$ cat src/rtl/bsc_pkg.sv
// rtl/bsc_pkg.sv - shared opcodes, FSM encoding and decode helpers for the bit-serial core
package bsc_pkg;

    localparam logic [3:0] OP_LDI  = 4'h0;
    localparam logic [3:0] OP_ADDI = 4'h1;
    localparam logic [3:0] OP_SUBI = 4'h2;
    localparam logic [3:0] OP_ANDI = 4'h3;
    localparam logic [3:0] OP_ORI  = 4'h4;
    localparam logic [3:0] OP_XORI = 4'h5;
    localparam logic [3:0] OP_ADDC = 4'h6;
    localparam logic [3:0] OP_CMPI = 4'h7;
    localparam logic [3:0] OP_LDR  = 4'h8;
    localparam logic [3:0] OP_ADD  = 4'h9;
    localparam logic [3:0] OP_SUB  = 4'hA;
    localparam logic [3:0] OP_AND  = 4'hB;
    localparam logic [3:0] OP_OR   = 4'hC;
    localparam logic [3:0] OP_XOR  = 4'hD;
    localparam logic [3:0] OP_STR  = 4'hE;
    localparam logic [3:0] OP_OUT  = 4'hF;

    typedef enum logic [1:0] {
        ST_IDLE   = 2'd0,
        ST_SERIAL = 2'd1,
        ST_COMMIT = 2'd2
    } state_t;

    // Ops that go through the bit-serial ALU; the rest finish in one COMMIT cycle.
    function automatic logic is_serial(input logic [3:0] op);
        return !(op == OP_LDI || op == OP_LDR || op == OP_STR || op == OP_OUT);
    endfunction

    // R-type ops take operand B from R[rs2] instead of imm.
    function automatic logic is_rtype(input logic [3:0] op);
        return op[3];
    endfunction

    // Arithmetic ops report the final carry; logic ops clear C.
    function automatic logic is_arith(input logic [3:0] op);
        return op == OP_ADDI || op == OP_SUBI || op == OP_ADDC || op == OP_CMPI ||
               op == OP_ADD  || op == OP_SUB;
    endfunction

endpackage

$ cat src/rtl/bit_serial_core_p_alu_bit.sv
// rtl/bit_serial_core_p_alu_bit.sv - 1-bit serial ALU slice with registered carry
module bsc_alu_bit
    import bsc_pkg::*;
(
    input  logic       clk,
    input  logic       rst_n,
    input  logic       a,
    input  logic       b,
    input  logic [2:0] op,
    input  logic       c_in,
    input  logic       start,
    input  logic       en,
    output logic       result,
    output logic       carry_out
);

    logic carry_q, carry_d;
    logic sub;
    logic b_eff;
    logic carry_init;

    // R-type ops share the low three opcode bits with their I-type twins,
    // so op[2:0] alone selects the function.
    assign sub   = (op == OP_SUBI[2:0]) || (op == OP_CMPI[2:0]);
    assign b_eff = b ^ sub;

    // Carry seed for the first bit, plus the carry chain across bits
    always_comb begin
        carry_init = 1'b0;
        if (sub) begin
            carry_init = 1'b1;
        end else if (op == OP_ADDC[2:0]) begin
            carry_init = c_in;
        end
        carry_d = carry_q;
        if (start) begin
            carry_d = carry_init;
        end else if (en) begin
            carry_d = carry_out;
        end
    end

    // Carry register
    always_ff @(posedge clk or negedge rst_n) begin
        if (!rst_n) begin
            carry_q <= 1'b0;
        end else begin
            carry_q <= carry_d;
        end
    end

    // Full-adder bit for arithmetic, plain gates for logic ops
    always_comb begin
        carry_out = (a & b_eff) | (a & carry_q) | (b_eff & carry_q);
        case (op)
            OP_ANDI[2:0]: result = a & b;
            OP_ORI[2:0]:  result = a | b;
            OP_XORI[2:0]: result = a ^ b;
            default:      result = a ^ b_eff ^ carry_q;
        endcase
    end

endmodule

$ cat src/rtl/bit_serial_core_p.sv
// rtl/bit_serial_core_p.sv - parametrised accumulator CPU core with bit-serial ALU
module bit_serial_core_p
    import bsc_pkg::*;
#(
    parameter int DATA_W   = 8,
    parameter int NUM_REGS = 4,
    parameter int ZERO_R0  = 1,
    localparam int RA_W    = $clog2(NUM_REGS),
    localparam int INSTR_W = 4 + 2 * RA_W + DATA_W
) (
    input  logic               clk,
    input  logic               rst_n,
    input  logic               instr_valid,
    output logic               instr_ready,
    input  logic [INSTR_W-1:0] instr,
    output logic               done,
    output logic               busy,
    output logic [DATA_W-1:0]  out_result,
    output logic               out_valid,
    output logic               flag_z,
    output logic               flag_c,
    output logic [DATA_W-1:0]  acc_dbg
);

    localparam int CNT_W = $clog2(DATA_W);
    localparam logic [CNT_W-1:0] LAST_BIT = CNT_W'(DATA_W - 1);

    state_t             state_q, state_d;
    logic [3:0]         op_q, op_d;
    logic [RA_W-1:0]    rs1_q, rs1_d;
    logic [DATA_W-1:0]  a_q, a_d, b_q, b_d;
    logic [DATA_W-1:0]  shadow_q, shadow_d;
    logic [DATA_W-1:0]  acc_q, acc_d;
    logic [DATA_W-1:0]  out_result_q, out_result_d;
    logic [CNT_W-1:0]   cnt_q, cnt_d;
    logic               flag_z_q, flag_z_d, flag_c_q, flag_c_d;
    logic               carry_fin_q, carry_fin_d;
    logic               out_valid_q, out_valid_d;
    logic [DATA_W-1:0]  regs_q [NUM_REGS];
    logic [DATA_W-1:0]  regs_d [NUM_REGS];

    logic [3:0]         in_op;
    logic [RA_W-1:0]    in_rs1, in_rs2;
    logic [DATA_W-1:0]  in_imm, rd1, rd2;
    logic               accept;
    logic [2:0]         alu_op;
    logic               alu_res, alu_cout;
    logic               r0_hit;

    assign in_op  = instr[INSTR_W-1 -: 4];
    assign in_rs1 = instr[INSTR_W-5 -: RA_W];
    assign in_rs2 = instr[DATA_W+RA_W-1 -: RA_W];
    assign in_imm = instr[DATA_W-1:0];
    assign accept = instr_valid && (state_q == ST_IDLE);

    // Register-file read ports, with R0 hardwired to zero when enabled
    always_comb begin
        rd1 = regs_q[in_rs1];
        rd2 = regs_q[in_rs2];
        if (ZERO_R0 != 0 && in_rs1 == '0) rd1 = '0;
        if (ZERO_R0 != 0 && in_rs2 == '0) rd2 = '0;
        r0_hit = (ZERO_R0 != 0) && (rs1_q == '0);
    end

    // The carry seed is loaded in the accept cycle, before op_q holds the new opcode
    assign alu_op = (state_q == ST_IDLE) ? in_op[2:0] : op_q[2:0];

    bsc_alu_bit u_alu (
        .clk       (clk),
        .rst_n     (rst_n),
        .a         (a_q[0]),
        .b         (b_q[0]),
        .op        (alu_op),
        .c_in      (flag_c_q),
        .start     (accept),
        .en        (state_q == ST_SERIAL),
        .result    (alu_res),
        .carry_out (alu_cout)
    );

    // Next-state logic
    always_comb begin
        state_d = state_q;
        case (state_q)
            ST_IDLE:   if (accept) state_d = is_serial(in_op) ? ST_SERIAL : ST_COMMIT;
            ST_SERIAL: if (cnt_q == LAST_BIT) state_d = ST_COMMIT;
            ST_COMMIT: state_d = ST_IDLE;
            default:   state_d = ST_IDLE;
        endcase
    end

    // Datapath: operand snapshot, serial shifting and commit writes
    always_comb begin
        op_d         = op_q;
        rs1_d        = rs1_q;
        a_d          = a_q;
        b_d          = b_q;
        shadow_d     = shadow_q;
        acc_d        = acc_q;
        out_result_d = out_result_q;
        cnt_d        = cnt_q;
        flag_z_d     = flag_z_q;
        flag_c_d     = flag_c_q;
        carry_fin_d  = carry_fin_q;
        out_valid_d  = 1'b0;
        regs_d       = regs_q;
        case (state_q)
            ST_IDLE: begin
                if (accept) begin
                    op_d  = in_op;
                    rs1_d = in_rs1;
                    a_d   = (in_op == OP_LDI) ? in_imm : rd1;
                    b_d   = is_rtype(in_op) ? rd2 : in_imm;
                    cnt_d = '0;
                end
            end
            ST_SERIAL: begin
                a_d         = a_q >> 1;
                b_d         = b_q >> 1;
                shadow_d    = {alu_res, shadow_q[DATA_W-1:1]};
                carry_fin_d = alu_cout;
                cnt_d       = cnt_q + 1'b1;
            end
            ST_COMMIT: begin
                case (op_q)
                    OP_LDI, OP_LDR: acc_d = a_q;
                    OP_STR: if (!r0_hit) regs_d[rs1_q] = acc_q;
                    OP_OUT: begin
                        out_result_d = acc_q;
                        out_valid_d  = 1'b1;
                    end
                    default: begin
                        if (op_q != OP_CMPI) acc_d = shadow_q;
                        flag_z_d = (shadow_q == '0);
                        flag_c_d = is_arith(op_q) ? carry_fin_q : 1'b0;
                    end
                endcase
            end
            default: ;
        endcase
    end

    // State and datapath registers; reset abandons any in-flight instruction
    always_ff @(posedge clk or negedge rst_n) begin
        if (!rst_n) begin
            state_q      <= ST_IDLE;
            op_q         <= '0;
            rs1_q        <= '0;
            a_q          <= '0;
            b_q          <= '0;
            shadow_q     <= '0;
            acc_q        <= '0;
            out_result_q <= '0;
            cnt_q        <= '0;
            flag_z_q     <= 1'b0;
            flag_c_q     <= 1'b0;
            carry_fin_q  <= 1'b0;
            out_valid_q  <= 1'b0;
            for (int i = 0; i < NUM_REGS; i++) regs_q[i] <= '0;
        end else begin
            state_q      <= state_d;
            op_q         <= op_d;
            rs1_q        <= rs1_d;
            a_q          <= a_d;
            b_q          <= b_d;
            shadow_q     <= shadow_d;
            acc_q        <= acc_d;
            out_result_q <= out_result_d;
            cnt_q        <= cnt_d;
            flag_z_q     <= flag_z_d;
            flag_c_q     <= flag_c_d;
            carry_fin_q  <= carry_fin_d;
            out_valid_q  <= out_valid_d;
            regs_q       <= regs_d;
        end
    end

    // Status outputs decoded from the state register
    always_comb begin
        instr_ready = (state_q == ST_IDLE);
        busy        = (state_q != ST_IDLE);
        done        = (state_q == ST_COMMIT);
        out_result  = out_result_q;
        out_valid   = out_valid_q;
        flag_z      = flag_z_q;
        flag_c      = flag_c_q;
        acc_dbg     = acc_q;
    end

endmodule
$ cat config.mk
export PLATFORM = sky130hd
export DESIGN_NAME = bit_serial_core_p
export DESIGN_NICKNAME = d
export VERILOG_FILES = /design/src/rtl/bsc_pkg.sv /design/src/rtl/bit_serial_core_p_alu_bit.sv /design/src/rtl/bit_serial_core_p.sv
export SDC_FILE = /design/constraint.sdc
export NUM_CORES = 1
export LEC_CHECK = 0
export ABC_AREA = 0
export BUFFER_PORTS_ARGS = -buffer_cell sky130_fd_sc_hd__buf_2
export CAP_MARGIN = 25
export CORE_AREA = 2 2 96 121
export DETAILED_ROUTE_END_ITERATION = 10
export DIE_AREA = 0 0 98 123
export PLACE_DENSITY = 0.6
export SYNTH_ARGS = -nofsm -noshare
export SYNTH_HDL_FRONTEND = slang
export SYNTH_SLANG_ARGS = --single-unit
$ cat constraint.sdc
create_clock -name clk -period 8.2 [get_ports clk]
set_input_delay 2.46 -clock clk [delete_from_list [all_inputs] [get_ports clk]]
set_output_delay 2.46 -clock clk [all_outputs]
set_load 0.005 [all_outputs]
-- After elaboration in Yosys (flattened, before gate mapping)
Cells that the tools add are included.
- register bits after elaboration: 88
- bits in latches: 0
- memory bits (writable): 0
- bits in read-only memories: 0
- bits of input ports: 19
- output and inout port bits: 22
- word-level logic and storage cells: 130
- memories kept: 0
- add/sub/neg operators: 1
- $mul: 0
- divide/modulo/power cells: 0
- order comparisons: 4
- equal/unequal tests: 24
- shifts and indexed selects: 0
- multiplexer cells: 34
- bitwise logic cells: 17
- reductions and logical operators: 32
- operator list (cell ; number):
    $mux 8 ; 12
    $pmux 8 s2 ; 3
    $bmux 8 s2 ; 2
    $bwmux 32 ; 1
    $eq 4x4->1 const B ; 8
    $demux 8 s2 ; 1
    $eq 3x3->1 const B ; 5
    $reduce_and 2->1 ; 5
    $ge 3x3->1 const B ; 3
    $logic_or 1x1->1 ; 9
    $not 2->3 ; 3
    $eq 4x3->1 const B ; 2
    $logic_not 2->1 ; 4
    $logic_not 4->1 ; 2
    $logic_not 8->1 ; 1
    $reduce_bool 2->1 ; 4
    $mux 1 ; 7
    $eq 3x2->1 const B ; 2
    $mux 2 ; 3
    $mux 3 ; 2
    $pmux 3 s2 ; 1
    $reduce_and 3->1 ; 2
    $and 1x1->1 ; 4
    $eq 4x1->1 const B ; 1
    16 further kinds ; 25

-- Logic depth before layout (Yosys ltp)
- depth after elaboration: 10
- mapped depth: 9
- gate-level depth less buffers: 8

-- Modules after synthesis
A second synthesis with hierarchy kept.
- cells, all modules: 413
- area, all modules: 4276.6 um^2
- by module, submodules not included (module ; times used ; cells an instance ; area each (um^2) ; sequential area each (um^2)):
    bit_serial_core_p ; 1 ; 390 ; 4101.4 ; 2102.0
    bsc_alu_bit ; 1 ; 23 ; 175.2 ; 25.0

-- Worst setup path after synthesis
Ideal clock, no wire load.
- kind: input to register
- from: input port instr[12]
- to: register shadow_q[7]
- library setup time: 0.066 ns
- arrival: 4.426 ns
- data required time: 8.134 ns
- slack: 3.707 ns
- cell stages on the path: 8
- buffers on the path: 0
- cells stage by stage: or3b_1 > a211oi_2 > nor3_1 > xnor2_1 > fa_1 > a2111o_1 > a31oi_1 > a221o_1
- word-level cells in the longest chain between the ends: 7
- elaborated cells on any way between the ends: 11
- those cells by class: eq/ne: 5; mux: 2; bitwise: 3; reduce/logical: 1
- RTL lines (what ; RTL line ; text):
    start, declared ; bit_serial_core_p.sv:15 ; input logic [INSTR_W-1:0] instr,
    $mux 3 (*) ; bit_serial_core_p.sv:66 ; assign alu_op = (state_q == ST_IDLE) ? in_op[2:0] : op_q[2:0];
    $eq 3x2->1 / $eq 3x3->1 (equally long branches) ; bit_serial_core_p_alu_bit.sv:24 ; assign sub = (op == OP_SUBI[2:0]) || (op == OP_CMPI[2:0]);
    $logic_or 1x1->1 ; bit_serial_core_p_alu_bit.sv:24 ;
    $xor 1x1->1 ; bit_serial_core_p_alu_bit.sv:25 ; assign b_eff = b ^ sub;
    $xor 1x1->1 (2 in a row) ; bit_serial_core_p_alu_bit.sv:59 ; default: result = a ^ b_eff ^ carry_q;
    $pmux 1 s3 (*) ; bit_serial_core_p_alu_bit.sv:55 ; case (op)
    end signal, assigned ; bit_serial_core_p.sv:166 ; shadow_q <= shadow_d;
    end, declared ; bit_serial_core_p.sv:32 ; logic [DATA_W-1:0] shadow_q, shadow_d;
Every way passes the cells marked *; elsewhere a longest branch is shown, timed or not.
A chain may end at the register's enable or synchronous reset.

-- Worst setup path in the final report
Same ends and word-level chain as after synthesis.

==> qor.yml <==
cp.required_ns: 8.47
postCtsSetupRepairBufs: 0
setup_ws_ns: 3.74
pre_cts_slack_ns: 3.39
post-route-drc-count: 0
clock_latency_ns: 0.34
dr_total_vias: 2947
grt.met2_usage_pct: 28.5
synth_xor_xnor_area_share_pct: 0.205
place.gp.congestion: 0.780
rsz0062_at_grt: "false"
grtUsageTotal_pct: 17.8
ys_seq_area_share_pct: 51.6
synth_common_cells: "dfrtp_1 (88), nand2_1 (49), mux2_2 (45)"
crit_type: "in2reg"
grt_max_degree: 70
endpoint_kind: "flop"
fin_crit_ns: 4.46
met3_usage_pct: 2.77
avgRoutedWirePerCell_um: 19.0
holdCritPathClass: "reg2reg"
fin_worst_skew_ns: 0.00743
hold_violations: 0
synth.most_common_cell: "dfrtp_1"
cts-htree-levels: 3
yosysTopAreaCell: "dfrtp_1"
synthCells: 366
holdPathStages: 0
antenna_found_initial: 0
max_slew_margin_pct: 41.2
cts_hold_buffers: 0
p_leak_nw: 2.32
grt_pass1_wl_um: 16400
critPathLaunchType: "input port"
drv_cap: 0
synth.avg_cell_area_um2: 11.7
period_share_pct: 54.4
fin_nets: 415
synth_edf_count: 0
cts_resized: 0
start_util_pct: 39.1
dp_hpwl_um: 6870
portBuffers: 40
drive_gt1_share_pct: 29.9
vias_per_cell: 5.56
grt-ovfl-total: 0
synth_top_family_by_area: "multiplexers"
io-pin-count: 41
areaGrowthSynthToFinish_pct: 13.2
tns_ns: 0
synth_area_leaders: "dfrtp_1 (52%), mux2_2 (12%), nand2_1 (4.3%), mux4_2 (4.2%), a22oi_1 (2.6%)"
synthesis.area_mm2: 0.00427
clock_path_buffers: 2
muxShareOfSynthArea_pct: 18.7
cts_made_buffers: 9
grt-busiest-layer: "met2"
fmax_mhz: 224
ys.flop_type: "dfrtp_1"
setup-violations-final: 0
power.density_mw_per_mm2: 306
drt_iter0_drc: 222
ant_nets: 0
synth_simple_gate_area_share_pct: 12.8
arrival_ns: 4.73
met1_usage_pct: 23.5
drv_slew: 0
outcome: "finished clean"
root_buffer: "clkbuf_16"
path_clk_slew_ns: 0.06
cts_tree: "yes"
coreArea_mm2: 0.0109
synth_adder_area_share_pct: 1.64
routed_wl_um: 10100
rows: 43
synthesis.nets: 390
synthArstFlopShare_pct: 100
die_h_um: 123
yosysTopAreaCellShare_pct: 51.6
dieWidth_um: 98
rr_worst_depth: 8
antenna_cells: 0
ys_warn_count: 0
synth_compound_area_share_pct: 10.9
synth-seq-cells: 88
dr.pass1.iters: 4
grt_pass1_vias: 2996
cp_max_fo: 5
die_area_mm2: 0.0121
cts_num_sinks: 88
ir_drop_uv: 159
synth_cell_type_count: 52
fin_total_pwr_mw: 1.48
worst_pin_slew_ns: 0.882
==> stage by stage <==
step	util, %	cells	area, µm²	hold slack [ns]
finish	44.3	530	4830	0.373
CTS	44.3	530	4830	0.377
detailed placement	41.5	515	4530	0.363
global route	44.3	530	4830	0.383
floorplan	-	366	4270	0.425
global placement	41.5	515	4530	0.360
==> per-layer routing <==
| metal | part of all wire (%) | up-vias |
|---|---|---|
| li1 | - | 1364 |
| met1 | 45 | 1523 |
| met4 | 2.2 | 0 |
| met5 | 0 | - |
| met3 | 3.0 | 10 |
| met2 | 50 | 50 |
==> final timing paths <==
check                      startpoint     endpoint  slack [ns]
min in group asynchronous       rst_n    regs_q[5]        2.00
min reg2reg                regs_q[27]   regs_q[27]        0.37
max reg2reg                state_q[1]  shadow_q[7]        5.36
min                        regs_q[27]   regs_q[27]        0.37
max in group asynchronous       rst_n  shadow_q[7]        5.04
max                         instr[12]  shadow_q[7]        3.74
==> area by class of cell <==
type | instances | area (µm²)
fillers | 1021 | 6090
flip-flops and latches | 88 | 2200
multi-input cells | 238 | 1890
clock buffers | 12 | 236
repair buffers | 44 | 233
well taps | 135 | 169
clock inverters | 3 | 67.6
inverters | 10 | 37.5
==> cells in the final DEF (no fill, tap or decap), types with 4 or more instances in the layout <==
master | synthesis | layout
buf_2 | 8 | 39
nand2_1 | 49 | 49
a22oi_1 | 15 | 15
buf_4 | 1 | 5
a211oi_1 | 7 | 7
nand2b_1 | 11 | 11
ha_1 | 4 | 4
a221o_1 | 9 | 9
dfrtp_1 | 88 | 88
clkbuf_16 | 0 | 9
mux4_2 | 8 | 8
inv_1 | 10 | 10
mux2i_1 | 11 | 11
nor2_1 | 14 | 14
mux2_2 | 45 | 45
nand3_1 | 13 | 13
o21ai_0 | 10 | 10
==> registers in the layout, summed over array words and instances (netlist names), 2 cells and up <==
name and count:
shadow_q 8, regs_q 32, op_q 4, b_q 8, a_q 8, out_result 8
cnt_q 3, state_q 2, rs1_q 2, acc_dbg 8
==> report_power, final <==
group          total (mW)  internal [mW]  switching [mW]
logic               0.402          0.180           0.221
clock network       0.429          0.266           0.163
registers           0.649          0.526           0.123
==> logic make-up (layout without fill, tap and decap cells) <==
logic type / count (synthesis) / after routing
adders and majority gates: 5 / 5
AOI/OAI and AO/OA: 61 / 61
DFF: 88 / 88
buffers and inverters: 40 / 69
muxes: 64 / 64
xor gates and xnor gates: 1 / 1
and+or+nand+nor: 107 / 107
==> worst max-delay path: stages <==
cell,delay (ns)
buf_2,0.12
or3b_1,0.43
a211oi_2,0.23
nor3_1,0.09
xnor2_1,0.24
fa_1,0.46
a2111o_1,0.42
a31oi_1,0.14
a221o_1,0.13
Power figures use the tool's default switching activity.
